--- src/rtl/fmul_pkg.sv ---
// Shared types and constants for the FP multiply issue arbiter.
// Requester ids, result-owner tag layout and default pipeline latency.
package fmul_pkg;

    localparam int FMUL_ID_W = 1;
    localparam logic [FMUL_ID_W-1:0] FMUL_ID0 = 1'b0;
    localparam logic [FMUL_ID_W-1:0] FMUL_ID1 = 1'b1;
    localparam int FMUL_LATENCY_DEFAULT = 4;

    typedef struct packed {
        logic                 valid;
        logic [FMUL_ID_W-1:0] id;
    } fmul_tag_t;

endpackage

--- src/rtl/fmul_tag_pipe.sv ---
// Owner-tag delay line, DEPTH stages, asynchronous active-low clear.
// The tag leaves the last stage in the cycle its result leaves the pipeline.
module fmul_tag_pipe
    import fmul_pkg::*;
#(
    parameter int DEPTH = FMUL_LATENCY_DEFAULT
) (
    input  logic      clk,
    input  logic      rst_n,
    input  fmul_tag_t tag_i,
    output fmul_tag_t tag_o
);

    fmul_tag_t [DEPTH-1:0] stage_q;
    fmul_tag_t [DEPTH-1:0] stage_d;

    always_comb begin
        stage_d    = stage_q;
        stage_d[0] = tag_i;
        for (int i = 1; i < DEPTH; i++) begin
            stage_d[i] = stage_q[i-1];
        end
    end

    always_ff @(posedge clk or negedge rst_n) begin
        if (!rst_n) begin
            stage_q <= '0;
        end else begin
            stage_q <= stage_d;
        end
    end

    assign tag_o = stage_q[DEPTH-1];

endmodule

--- src/rtl/fmul_issue_arbiter.sv ---
// Two-requester issue arbiter and result router for the shared FP multiplier.
// Define FMUL_ARB_FIXED_PRIO_EN for fixed priority (requester 0 wins).
module fmul_issue_arbiter
    import fmul_pkg::*;
#(
    parameter int LATENCY = FMUL_LATENCY_DEFAULT
) (
    input  logic        clk,
    input  logic        rst,
    input  logic        req0,
    input  logic [31:0] a0,
    input  logic [31:0] b0,
    input  logic        req1,
    input  logic [31:0] a1,
    input  logic [31:0] b1,
    output logic        gnt0,
    output logic        gnt1,
    output logic        do_fmul,
    output logic [31:0] fa,
    output logic [31:0] fb,
    input  logic        res_valid,
    input  logic [31:0] res,
    output logic        done0,
    output logic        done1,
    output logic [31:0] r,
    output logic        err
);

    logic                 gnt0_q, gnt0_d;
    logic                 gnt1_q, gnt1_d;
    logic                 issue_q, issue_d;
    logic [FMUL_ID_W-1:0] id_q, id_d;
    logic [31:0]          fa_q, fa_d;
    logic [31:0]          fb_q, fb_d;
    logic                 done0_q, done0_d;
    logic                 done1_q, done1_d;
    logic [31:0]          r_q, r_d;
    logic                 err_q, err_d;

    logic      elig0, elig1;
    logic      win0, win1;
    logic      hit;
    fmul_tag_t tag_in, tag_out;

    // A requester granted this cycle is masked while it drops its request.
    assign elig0 = req0 & ~gnt0_q;
    assign elig1 = req1 & ~gnt1_q;

`ifdef FMUL_ARB_FIXED_PRIO_EN
    assign win0 = elig0;
`else
    logic [FMUL_ID_W-1:0] ptr_q, ptr_d;

    assign win0 = elig0 & (~elig1 | (ptr_q == FMUL_ID0));

    always_comb begin
        ptr_d = ptr_q;
        if (elig0 && elig1) begin
            ptr_d = win0 ? FMUL_ID1 : FMUL_ID0;
        end
    end

    always_ff @(posedge clk or negedge rst) begin
        if (!rst) begin
            ptr_q <= FMUL_ID0;
        end else begin
            ptr_q <= ptr_d;
        end
    end
`endif

    assign win1 = elig1 & ~win0;

    always_comb begin
        gnt0_d  = win0;
        gnt1_d  = win1;
        issue_d = win0 | win1;
        id_d    = win1 ? FMUL_ID1 : FMUL_ID0;
        fa_d    = fa_q;
        fb_d    = fb_q;
        if (win0) begin
            fa_d = a0;
            fb_d = b0;
        end else if (win1) begin
            fa_d = a1;
            fb_d = b1;
        end
    end

    assign tag_in.valid = issue_q;
    assign tag_in.id    = id_q;

    fmul_tag_pipe #(
        .DEPTH (LATENCY)
    ) u_tag_pipe (
        .clk   (clk),
        .rst_n (rst),
        .tag_i (tag_in),
        .tag_o (tag_out)
    );

    // A valid/tag disagreement is never routed; it only raises err.
    assign hit = res_valid & tag_out.valid;

    always_comb begin
        done0_d = hit & (tag_out.id == FMUL_ID0);
        done1_d = hit & (tag_out.id == FMUL_ID1);
        r_d     = hit ? res : r_q;
        err_d   = err_q | (res_valid ^ tag_out.valid);
    end

    always_ff @(posedge clk or negedge rst) begin
        if (!rst) begin
            gnt0_q  <= 1'b0;
            gnt1_q  <= 1'b0;
            issue_q <= 1'b0;
            id_q    <= FMUL_ID0;
            fa_q    <= '0;
            fb_q    <= '0;
            done0_q <= 1'b0;
            done1_q <= 1'b0;
            r_q     <= '0;
            err_q   <= 1'b0;
        end else begin
            gnt0_q  <= gnt0_d;
            gnt1_q  <= gnt1_d;
            issue_q <= issue_d;
            id_q    <= id_d;
            fa_q    <= fa_d;
            fb_q    <= fb_d;
            done0_q <= done0_d;
            done1_q <= done1_d;
            r_q     <= r_d;
            err_q   <= err_d;
        end
    end

    assign gnt0    = gnt0_q;
    assign gnt1    = gnt1_q;
    assign do_fmul = issue_q;
    assign fa      = fa_q;
    assign fb      = fb_q;
    assign done0   = done0_q;
    assign done1   = done1_q;
    assign r       = r_q;
    assign err     = err_q;

endmodule

--- config.mk ---
export PLATFORM = sky130hd
export DESIGN_NAME = fmul_issue_arbiter
export DESIGN_NICKNAME = d
export VERILOG_FILES = /design/src/rtl/fmul_pkg.sv /design/src/rtl/fmul_tag_pipe.sv /design/src/rtl/fmul_issue_arbiter.sv
export SDC_FILE = /design/constraint.sdc
export NUM_CORES = 1
export LEC_CHECK = 0
export CAP_MARGIN = 20
export CORE_ASPECT_RATIO = 0.75
export CORE_UTILIZATION = 39
export CTS_BUF_LIST = sky130_fd_sc_hd__clkbuf_8
export CTS_CLUSTER_SIZE = 20
export DETAILED_ROUTE_END_ITERATION = 6
export GPL_TIMING_DRIVEN = 0
export PLACE_DENSITY_LB_ADDON = 0.05
export SLEW_MARGIN = 0
export SYNTH_ARGS = -nofsm -noshare
export SYNTH_HDL_FRONTEND = slang
export SYNTH_SLANG_ARGS = --single-unit
--- constraint.sdc ---
create_clock -name clk -period 1.6 [get_ports clk]
set_input_delay 0.16 -clock clk [delete_from_list [all_inputs] [get_ports clk]]
set_output_delay 0.16 -clock clk [all_outputs]
set_load 0.005 [all_outputs]
==> key figures <==
CTS
  • Clock transition at path regs: 0.11 ns
  • Root Driver: clkbuf_8
  • TritonCTS Buffers: 9
  • Max Buffers Root-to-Sink: 2
  • Clock Sinks: 111
  • Clock latency at the later pin of the worst-skew pair: 0.38 ns
  • TritonCTS clock tree: yes
  • H-tree lvl count: 3

Critical path
  • WP buf/inv: 2
  • Reg-to-Reg Start: gnt1$_DFF_PN0_
  • Worst Setup Path Type: reg2reg
  • CP Data Arrival Time: 1.80 ns
  • CP top delay family: compound AO/OA/AOI/OAI gates
  • Worst Path Max Fanout: 4
  • Critical path cell sequence: and2b_2 > a21boi_2 > buf_2 > buf_4 > a221o_1
  • Cells on worst reg2reg path: 5
  • R2R Setup Slk: 0.05 ns
  • Worst setup SP type: flip-flop
  • Worst path max stage delay: 0.42 ns
  • Slowest cell on crit path: dfrtp_1
  • CP endpoint kind: flip-flop
  • CP required: 1.86 ns
  • Worst r2r dst: fa[14]$_DFFE_PN0P_

Floorplan
  • Core area: 0.0111 mm²
  • Initial Utilization: 40.8%
  • Rows: 33
  • Die area: 0.0121 mm²
  • Die width: 127 µm
  • I/O pins: 267
  • Die H: 95.5 µm

Min path
  • Hold depth: 3
  • Worst hold-check path type: in2reg
  • Worst Hold End: fa[9]$_DFFE_PN0P_
  • Hold wc startpoint: a0[9]

Placed design
  • RePlAce Congestion: 0.723
  • Dpl cells: 724
  • Hpwl dp: 10.7 mm
  • Port Buffer Count: 266

Outcome
  • Status: finished, final reports clean

STA
  • Final Max Tran Viols: 0
  • Post-layout min period: 1.55 ns
  • Final clock skew: 0.0112 ns
  • # setup viols final: 0
  • Crit share post-route: 96.8%
  • Hold Violations, Final: 0
  • Worst-Margin Slew: 0.700 ns
  • RSZ-0062 raised after global routing: yes
  • Setup TNS: 0 ns
  • Slew headroom: 53.3%
  • Achievable Freq: 646 MHz

Global routing
  • Initial antenna violation count: 0
  • Largest net degree at the start of global routing: 61
  • GRT Max-Usage Layer: met2
  • Met1 global-route usage: 27.8%
  • GR Util met3: 8.47%
  • First-pass GRT wire length: 21.8 mm
  • Congestion Overflow GR: 0
  • Total GRT Usage: 23.6%
  • Number of global-route vias before repair: 4028
  • GRT met2 Usage: 41.3%

Drt
  • Vias after detailed routing: 3894
  • Post-route DRC: 0
  • Drt total wl: 14.4 mm
  • Vias per cell: 5.25
  • Routed len/inst: 19.3 µm
  • First-pass DRT Iterations: 4
  • Post-DRT Antenna Nets: 0
  • Initial DRC count: 178

Logic synthesis
  • Warnings from Yosys: 0
  • Seq/Total Area, Yosys: 61.1%
  • Netlist cell types: 22
  • Avg Inst Size Synth: 14.4 µm²
  • Syn Inst Count: 317
  • Synth Register Bits: 111
  • Mapped Nets: 483
  • Post-synthesis cell area: 0.00455 mm²

Power and ir drop
  • Pwr per Cell Area: 1220 mW/mm²
  • Final Power: 9.42 mW
  • Maximum vdd drop: 0.617 mV
  • P_leak: 3.12 nW

Finish
  • Final Non-Filler Cells: 742
  • Layout cell share with drive strength beyond 1: 15.0%
  • Area delta synth->final: 69.2%
  • Commonest non-fill, non-tap cell in the layout: clkdlybuf4s50_1
  • Final nets: 763
  • N_diodes: 0
  • Most frequent cells in the layout: clkdlybuf4s50_1, dfrtp_1, nor3b_1, a221o_1, mux2_2
  • Finished Core Util: 69.1%

Job
  • Max Cap Violations: 0
-- worst register-to-register path, delay by kind of cell (launching register included) --
family	cells	cell delay [ns]
and+or+nand+nor	1	0.26
AOI/OAI and AO/OA	2	0.44
DFF	1	0.42
buffers and inverters	2	0.31
-- cell usage after synthesis --
cell type  number  area share, %
dfrtp_1       111             61
a221o_1        63             14
nor3_1          2           0.22
and2_1          1           0.14
or2_2           1           0.14
nor3b_1        63             10
nand2_1         1          0.082
nor2b_1         1           0.14
buf_6           6            1.5
nor3b_2         1           0.27
and2b_1         1           0.17
nand2b_1        2           0.27
clkbuf_1        4           0.33
nor2_2          1           0.14
a211oi_1        1           0.17
nor2b_2         1           0.19
buf_2          21            2.3
inv_1           1          0.082
ha_1            1           0.27
a21boi_1        1           0.17
xnor2_1         1           0.19
mux2_2         32            7.9
-- how the worst max path moves through the flow --
stage	from	to	slack (ns)	depth (start not counted)
global route	gnt1$_DFF_PN0_	fa[27]$_DFFE_PN0P_	-0.01	5
floorplan	gnt1$_DFF_PN0_	fa[16]$_DFFE_PN0P_	0.20	5
CTS	gnt1$_DFF_PN0_	fa[28]$_DFFE_PN0P_	0.01	5
detailed placement	req0	fb[12]$_DFFE_PN0P_	-0.36	6
finish	gnt1$_DFF_PN0_	fa[14]$_DFFE_PN0P_	0.05	5
global placement	rst	fb[2]$_DFFE_PN0P_	-3.93	1
-- timing repair --
action	CTS	global route
hold endpoints to repair	51	0
pin swaps	0	1
setup buffers	0	2
resized for setup	11	15
cloned	0	1
hold buffers	1	0
endpoints found under the setup margin	87	64
-- through the flow --
stage                     area (µm²)  setup slack, ns  hold slack, ns
after floorplan                 4550            0.201          -0.136
after global placement          7390            -3.93           0.332
after detailed placement        7410           -0.355           0.246
after CTS                       7650           0.0111           0.296
after global routing            7700          -0.0120           0.313
final                           7700           0.0520           0.309
-- layout make-up --
class                   count  area, µm²
multi-input cells         174       1600
clock buffers              10        138
well taps                 140        175
plain buffers              29        220
clock inverters             6       67.6
inverters                   1       3.75
flip-flops and latches    111       2780
fillers                   812       3450
repair buffers            271       2720
-- flip-flops by register name, indices dropped and copies added, names as in the netlist --
register,count
fa,32
gnt1,1
u_tag_pipe.stage_d,6
r,32
fb,32
done0,1
done1,1
u_tag_pipe.tag_o,2
err,1
gnt0,1
do_fmul,1
ptr_q,1
-- cell families after synthesis --
kind of cell,after synthesis,share of synthesized area (%)
simple gates,75,12.2
buf+inv,32,4.21
fa+ha+maj,1,0.275
flops,111,61.1
mux,32,7.92
compound gates,65,14.2
xor+xnor,1,0.193
-- power breakdown --
part           internal (mW)  total [mW]  switching [mW]
Combinational           2.45        3.73            1.27
Sequential              3.55        3.93           0.376
Clock                  0.779        1.76           0.985
Total                   6.79        9.42            2.63
-- layer usage --
metal / part of all wire (%) / vias up / wire length (µm)
li1: - / 1783 / -
met2: 50 / 172 / 7180
met4: 1.2 / 0 / 169
met3: 9.1 / 17 / 1310
met1: 40 / 1922 / 5700
met5: 0 / - / 0
No activity file was read; power rests on OpenSTA's default activity.
